`src/rtl/seq_det_frame_ctrl.sv`:
```
// seq_det_frame_ctrl
// Frame sequencer for a bit-serial Moore "1111" detector. Parallel words
// arriving over a valid/ready handshake are shifted out MSB-first on
// det_seq_in. The detector's Moore output is sampled one cycle after each
// presented bit, and match cycles are counted per frame with saturation.
// At end of frame the count is offered on res_valid/res_count. After it is
// accepted, the detector is cleared with a one-cycle det_reset pulse.
//
// Ports:
//   clock      in   rising-edge clock
//   reset_n    in   asynchronous active-low reset
//   in_valid   in   upstream word valid
//   in_data    in   WORD_W-bit word, serialised MSB first
//   in_last    in   word closes its frame
//   in_ready   out  word accepted this cycle (state-decoded)
//   det_seq_in out  serial bit to detector sequence_in (registered)
//   det_reset  out  detector reset, active-high (registered)
//   det_out    in   detector detector_out
//   res_valid  out  frame result valid (state-decoded)
//   res_count  out  saturating match-cycle count (registered)
//   res_ready  in   downstream accepts result
//   busy       out  high in any state other than IDLE
module seq_det_frame_ctrl #(
  parameter int WORD_W = 8,
  parameter int CNT_W  = 4
) (
  input  logic              clock,
  input  logic              reset_n,
  input  logic              in_valid,
  input  logic [WORD_W-1:0] in_data,
  input  logic              in_last,
  output logic              in_ready,
  output logic              det_seq_in,
  output logic              det_reset,
  input  logic              det_out,
  output logic              res_valid,
  output logic [CNT_W-1:0]  res_count,
  input  logic              res_ready,
  output logic              busy
);

  localparam int BC_W = $clog2(WORD_W + 1);
  localparam logic [BC_W-1:0] BC_LOAD = BC_W'(WORD_W);
  localparam logic [BC_W-1:0] BC_ONE  = BC_W'(1);

  typedef enum logic [2:0] {IDLE, SHIFT, DRAIN, REPORT, CLEAR} state_t;

  state_t              state_q;
  logic [WORD_W-1:0]   sreg_q;
  logic [BC_W-1:0]     bitcnt_q;
  logic                last_q;
  logic                samp_en_q;
  logic [CNT_W-1:0]    count_q;
  logic [CNT_W-1:0]    count_d;
  logic                det_reset_q;
  logic                final_bit;
  logic                xfer;

  function automatic logic [CNT_W-1:0] sat_inc(input logic [CNT_W-1:0] v);
    return (&v) ? v : v + CNT_W'(1);
  endfunction

  always_comb begin
    final_bit = (state_q == SHIFT) && (bitcnt_q == BC_ONE);
    // In IDLE, hold off while the detector is still in reset. Mid-frame, the
    // next word is accepted on the final bit so that bits stay contiguous.
    in_ready  = ((state_q == IDLE) && !det_reset_q) || (final_bit && !last_q);
    xfer      = in_valid && in_ready;
    res_valid = (state_q == REPORT);
    busy      = (state_q != IDLE);
    count_d   = (samp_en_q && det_out) ? sat_inc(count_q) : count_q;
  end

  // The shift register drains to all zeros by the last bit, so its MSB is
  // already 0 in every state other than SHIFT.
  assign det_seq_in = sreg_q[WORD_W-1];
  assign det_reset  = det_reset_q;
  assign res_count  = count_q;

  always_ff @(posedge clock or negedge reset_n) begin
    if (!reset_n) begin
      state_q     <= IDLE;
      sreg_q      <= '0;
      bitcnt_q    <= '0;
      last_q      <= 1'b0;
      samp_en_q   <= 1'b0;
      count_q     <= '0;
      det_reset_q <= 1'b1;
    end else begin
      // A bit presented this cycle reaches detector_out one edge later.
      samp_en_q   <= (state_q == SHIFT);
      det_reset_q <= 1'b0;
      count_q     <= count_d;
      unique case (state_q)
        IDLE: begin
          if (xfer) begin
            sreg_q   <= in_data;
            bitcnt_q <= BC_LOAD;
            last_q   <= in_last;
            state_q  <= SHIFT;
          end
        end
        SHIFT: begin
          if (final_bit && xfer) begin
            sreg_q   <= in_data;
            bitcnt_q <= BC_LOAD;
            last_q   <= in_last;
          end else begin
            sreg_q   <= {sreg_q[WORD_W-2:0], 1'b0};
            bitcnt_q <= bitcnt_q - BC_ONE;
            if (final_bit) state_q <= last_q ? DRAIN : IDLE;
          end
        end
        DRAIN: begin
          state_q <= REPORT;
        end
        REPORT: begin
          if (res_ready) begin
            state_q     <= CLEAR;
            det_reset_q <= 1'b1;
          end
        end
        CLEAR: begin
          count_q <= '0;
          state_q <= IDLE;
        end
        default: state_q <= IDLE;
      endcase
    end
  end

endmodule
```
`config.mk`:
```
export PLATFORM = sky130hd
export DESIGN_NAME = seq_det_frame_ctrl
export DESIGN_NICKNAME = d
export VERILOG_FILES = /design/src/rtl/seq_det_frame_ctrl.sv
export SDC_FILE = /design/constraint.sdc
export NUM_CORES = 1
export LEC_CHECK = 0
export BUFFER_PORTS_ARGS = -buffer_cell sky130_fd_sc_hd__clkbuf_2
export CAP_MARGIN = 5
export CORE_MARGIN = 2
export CORE_UTILIZATION = 45
export CTS_CLUSTER_DIAMETER = 200
export DETAILED_ROUTE_END_ITERATION = 10
export PLACE_DENSITY = 0.76
export SYNTH_ARGS = -nofsm -noshare
export SYNTH_HDL_FRONTEND = slang
export SYNTH_SLANG_ARGS = --single-unit
export TNS_END_PERCENT = 50
```
`constraint.sdc`:
```
create_clock -name clock -period 3.65 [get_ports clock]
set_input_delay 0.365 -clock clock [delete_from_list [all_inputs] [get_ports clock]]
set_output_delay 0.365 -clock clock [all_outputs]
set_load 0.01 [all_outputs]
```
==> flow_metrics.env <==
export IMPL_status="finished clean"
export IMPL_dieArea_sq_um=3210
export IMPL_power_frac_seq=0.375
export IMPL_postSynth_topFlopCell="dfrtp_1"
export IMPL_power_internal_uw=700
export IMPL_cts_root_buf="clkbuf_4"
export IMPL_track_usage=0.172
export IMPL_startpoint="state_q[1]"
export IMPL_antenna_found_initial=0
export IMPL_drive_gt1_frac=0.297
export IMPL_swShare=0.437
export IMPL_finalCriticalPeriod_ps=2370
export IMPL_hold_violations=0
export IMPL_cts_reportedPaths_clkPinSlew_ps=120
export IMPL_wl_per_cell_um=15.0
export IMPL_cts_buffer_depth=2
export IMPL_port_buffers=22
export IMPL_cts_resized=0
export IMPL_start_util=0.464
export IMPL_first_global_vias=977
export IMPL_tns_ps=0
export IMPL_clk_latency_ps=300
export IMPL_final_common_cell="clkbuf_2"
export IMPL_cp_start_kind="register"
export IMPL_relSlewSlack=0.557
export IMPL_avgSynthCellArea_sq_um=10.5
export IMPL_p_leak_nw=0.604
export IMPL_num_io_pins=23
export IMPL_gp_congestion=0.773
export IMPL_final_cell_mix="22 x clkbuf_2, 21 x dfrtp_1, 16 x o211ai_1, 15 x inv_1, 7 x o221ai_2"
export IMPL_firstDrtPassIters=4
export IMPL_dpl_worst_slack_ps=1600
export IMPL_ir_drop_mv=0.502
export IMPL_worst_r2r_cell_count=5
export IMPL_fmax_mhz=423
export IMPL_viasPerCell=5.96
export IMPL_pwr_share_clk=0.105
export IMPL_fillers=268
export IMPL_rsz0062_at_grt="false"
export IMPL_area_delta_synth_final_pct=11.7
export IMPL_r2r_end="sreg_q[1]"
export IMPL_reg2reg_slack_ps=1590
export IMPL_vias=1007
export IMPL_cts_tree="built"
export IMPL_grt_first_pass_wirelength_um=4340
export IMPL_cts_htree_levels=1
export IMPL_synth_cell_type_count=40
export IMPL_cap_violations=0
export IMPL_grt_max_degree=23
export IMPL_cp_required_ps=3280
export IMPL_layout_nets=156
export IMPL_tightest_slew_ps=663
export IMPL_num_rows=19
export IMPL_synth_enable_flop_cells=0
export IMPL_worst_ep_arrival_time_ps=2000
export IMPL_p_comb_frac=0.519
export IMPL_syn_inst=119
export IMPL_yosysWarnings=0
export IMPL_crit_path_top_delay_cell="nor2_1"
export IMPL_ys_seq_area_frac=0.443
export IMPL_die_y_um=56.6
export IMPL_async_reset_ff_frac=1.00
export IMPL_switchingPower_uw=545
export IMPL_drt_wl_total_um=2530
export IMPL_power_per_cell_area_nw_per_um2=894
export IMPL_drt_initial_drc_count=20
export IMPL_diodes=0
export IMPL_r2r_start="state_q[1]"
export IMPL_synth_area_sq_um=1250
export IMPL_post_cts_buffers=0
export IMPL_crit_chain="nor2_1 > nand2_1 > o32ai_1 > clkbuf_2"
export IMPL_period_share=0.648
export IMPL_remaining_drc_errors=0
export IMPL_drv_slew=0
export IMPL_die_w_um=56.6
export IMPL_dp_hpwl_um=1900
export IMPL_ant_nets=0
export IMPL_cts_sinks=22
export IMPL_end_kind="output pin"
export IMPL_core_area_sq_um=2690
export IMPL_hold_path_class="in -> async"
export IMPL_clock_skew_ps=1.02
export IMPL_setup_viol_count_final=0
export IMPL_synth_nets=136
export IMPL_cts_buffers=3
export IMPL_ys_ff_latch=22
export IMPL_critPathMaxFanout=11
export IMPL_grt_overflow_total=0
export IMPL_critPathMaxStageDelay_ps=540
export IMPL_finalWorstSetupSlack_ps=1280
export IMPL_worstSetupPathType="reg -> out"
export IMPL_ctsHoldBuffers=0
## per-stage QoR
stage | cells | hold slack (ps) | total power [mW] | util | instance area, sq um
after floorplan | 119 | 69.4 | 0.985 | - | 1250
after global placement | 165 | 375 | 1.09 | 0.505 | 1360
after detailed placement | 165 | 376 | 1.12 | 0.505 | 1360
after CTS | 169 | 34.9 | 1.25 | 0.518 | 1390
after global routing | 169 | 37.2 | 1.36 | 0.518 | 1390
final | 169 | 24.6 | 1.25 | 0.518 | 1390
## how the worst max path moves through the flow
stage                     to  cells after the start
finish              in_ready                      4
global route        in_ready                      4
CTS                 in_ready                      4
detailed placement  in_ready                      4
global placement    in_ready                      4
floorplan           in_ready                      4
## metal layers
layer,GRT usage,part of all wire,vias to the layer above
li1,-,-,493
met1,0.225,0.44,491
met2,0.282,0.50,17
met3,0.0230,0.031,6
met4,0.0782,0.026,0
met5,0,0,-
## worst max-delay path, delay by kind of cell, from the launching register on
kind,cells,cell delay [ps]
buffers and inverters,1,180
AND/OR/NAND/NOR,2,740
AO/OA/AOI/OAI,1,310
flip-flops,1,460
## state kept, by name, summed over array words and instances, names as in the netlist
register / flops
samp_en_q: 1
last_q: 1
sreg_q: 8
bitcnt_q: 4
res_count: 4
state_q: 3
det_reset: 1
## power groups by stage
stage	registers, mW	clock network [mW]	logic (mW)
floorplan	0.452	0	0.532
global route	0.487	0.150	0.719
CTS	0.467	0.136	0.652
global placement	0.463	0	0.628
finish	0.468	0.131	0.647
detailed placement	0.471	0	0.651
## kinds of logic (layout without fill, tap and decap cells)
| family | after synthesis | in the layout | synth area share |
|---|---|---|---|
| compound gates | 44 | 44 | 0.310 |
| simple gates | 27 | 27 | 0.133 |
| flops | 22 | 22 | 0.443 |
| buf+inv | 22 | 41 | 0.0763 |
| fa+ha+maj | 3 | 3 | 0.0301 |
| mux | 1 | 1 | 0.00803 |
## layout make-up
cell class / instances / area [sq um] / share of cell area
Sequential cell: 22 / 552 / 0.396
Multi-Input combinational cell: 75 / 599 / 0.430
Timing Repair Buffer: 22 / 110 / 0.0791
Inverter: 15 / 56.3 / 0.0404
Tap cell: 31 / 38.8 / 0.0279
Clock buffer: 4 / 36.3 / 0.0261
## cells in the mapped netlist, types with 2 or more instances
library cell	count	area (sq um)
and3_1	3	18.8
o211ai_1	16	120
ha_1	3	37.5
nand3_1	3	15.0
o21ai_0	2	10.0
nor4_1	2	12.5
and2_1	2	12.5
a21oi_1	4	20.0
clkbuf_1	2	7.51
dfrtp_1	21	526
or3_1	3	18.8
nand2_1	2	7.51
nor3_1	4	20.0
o22ai_1	2	12.5
o221ai_2	7	105
buf_2	4	20.0
or3b_2	2	17.5
inv_1	15	56.3
No activity file was read; power rests on OpenSTA's default activity.
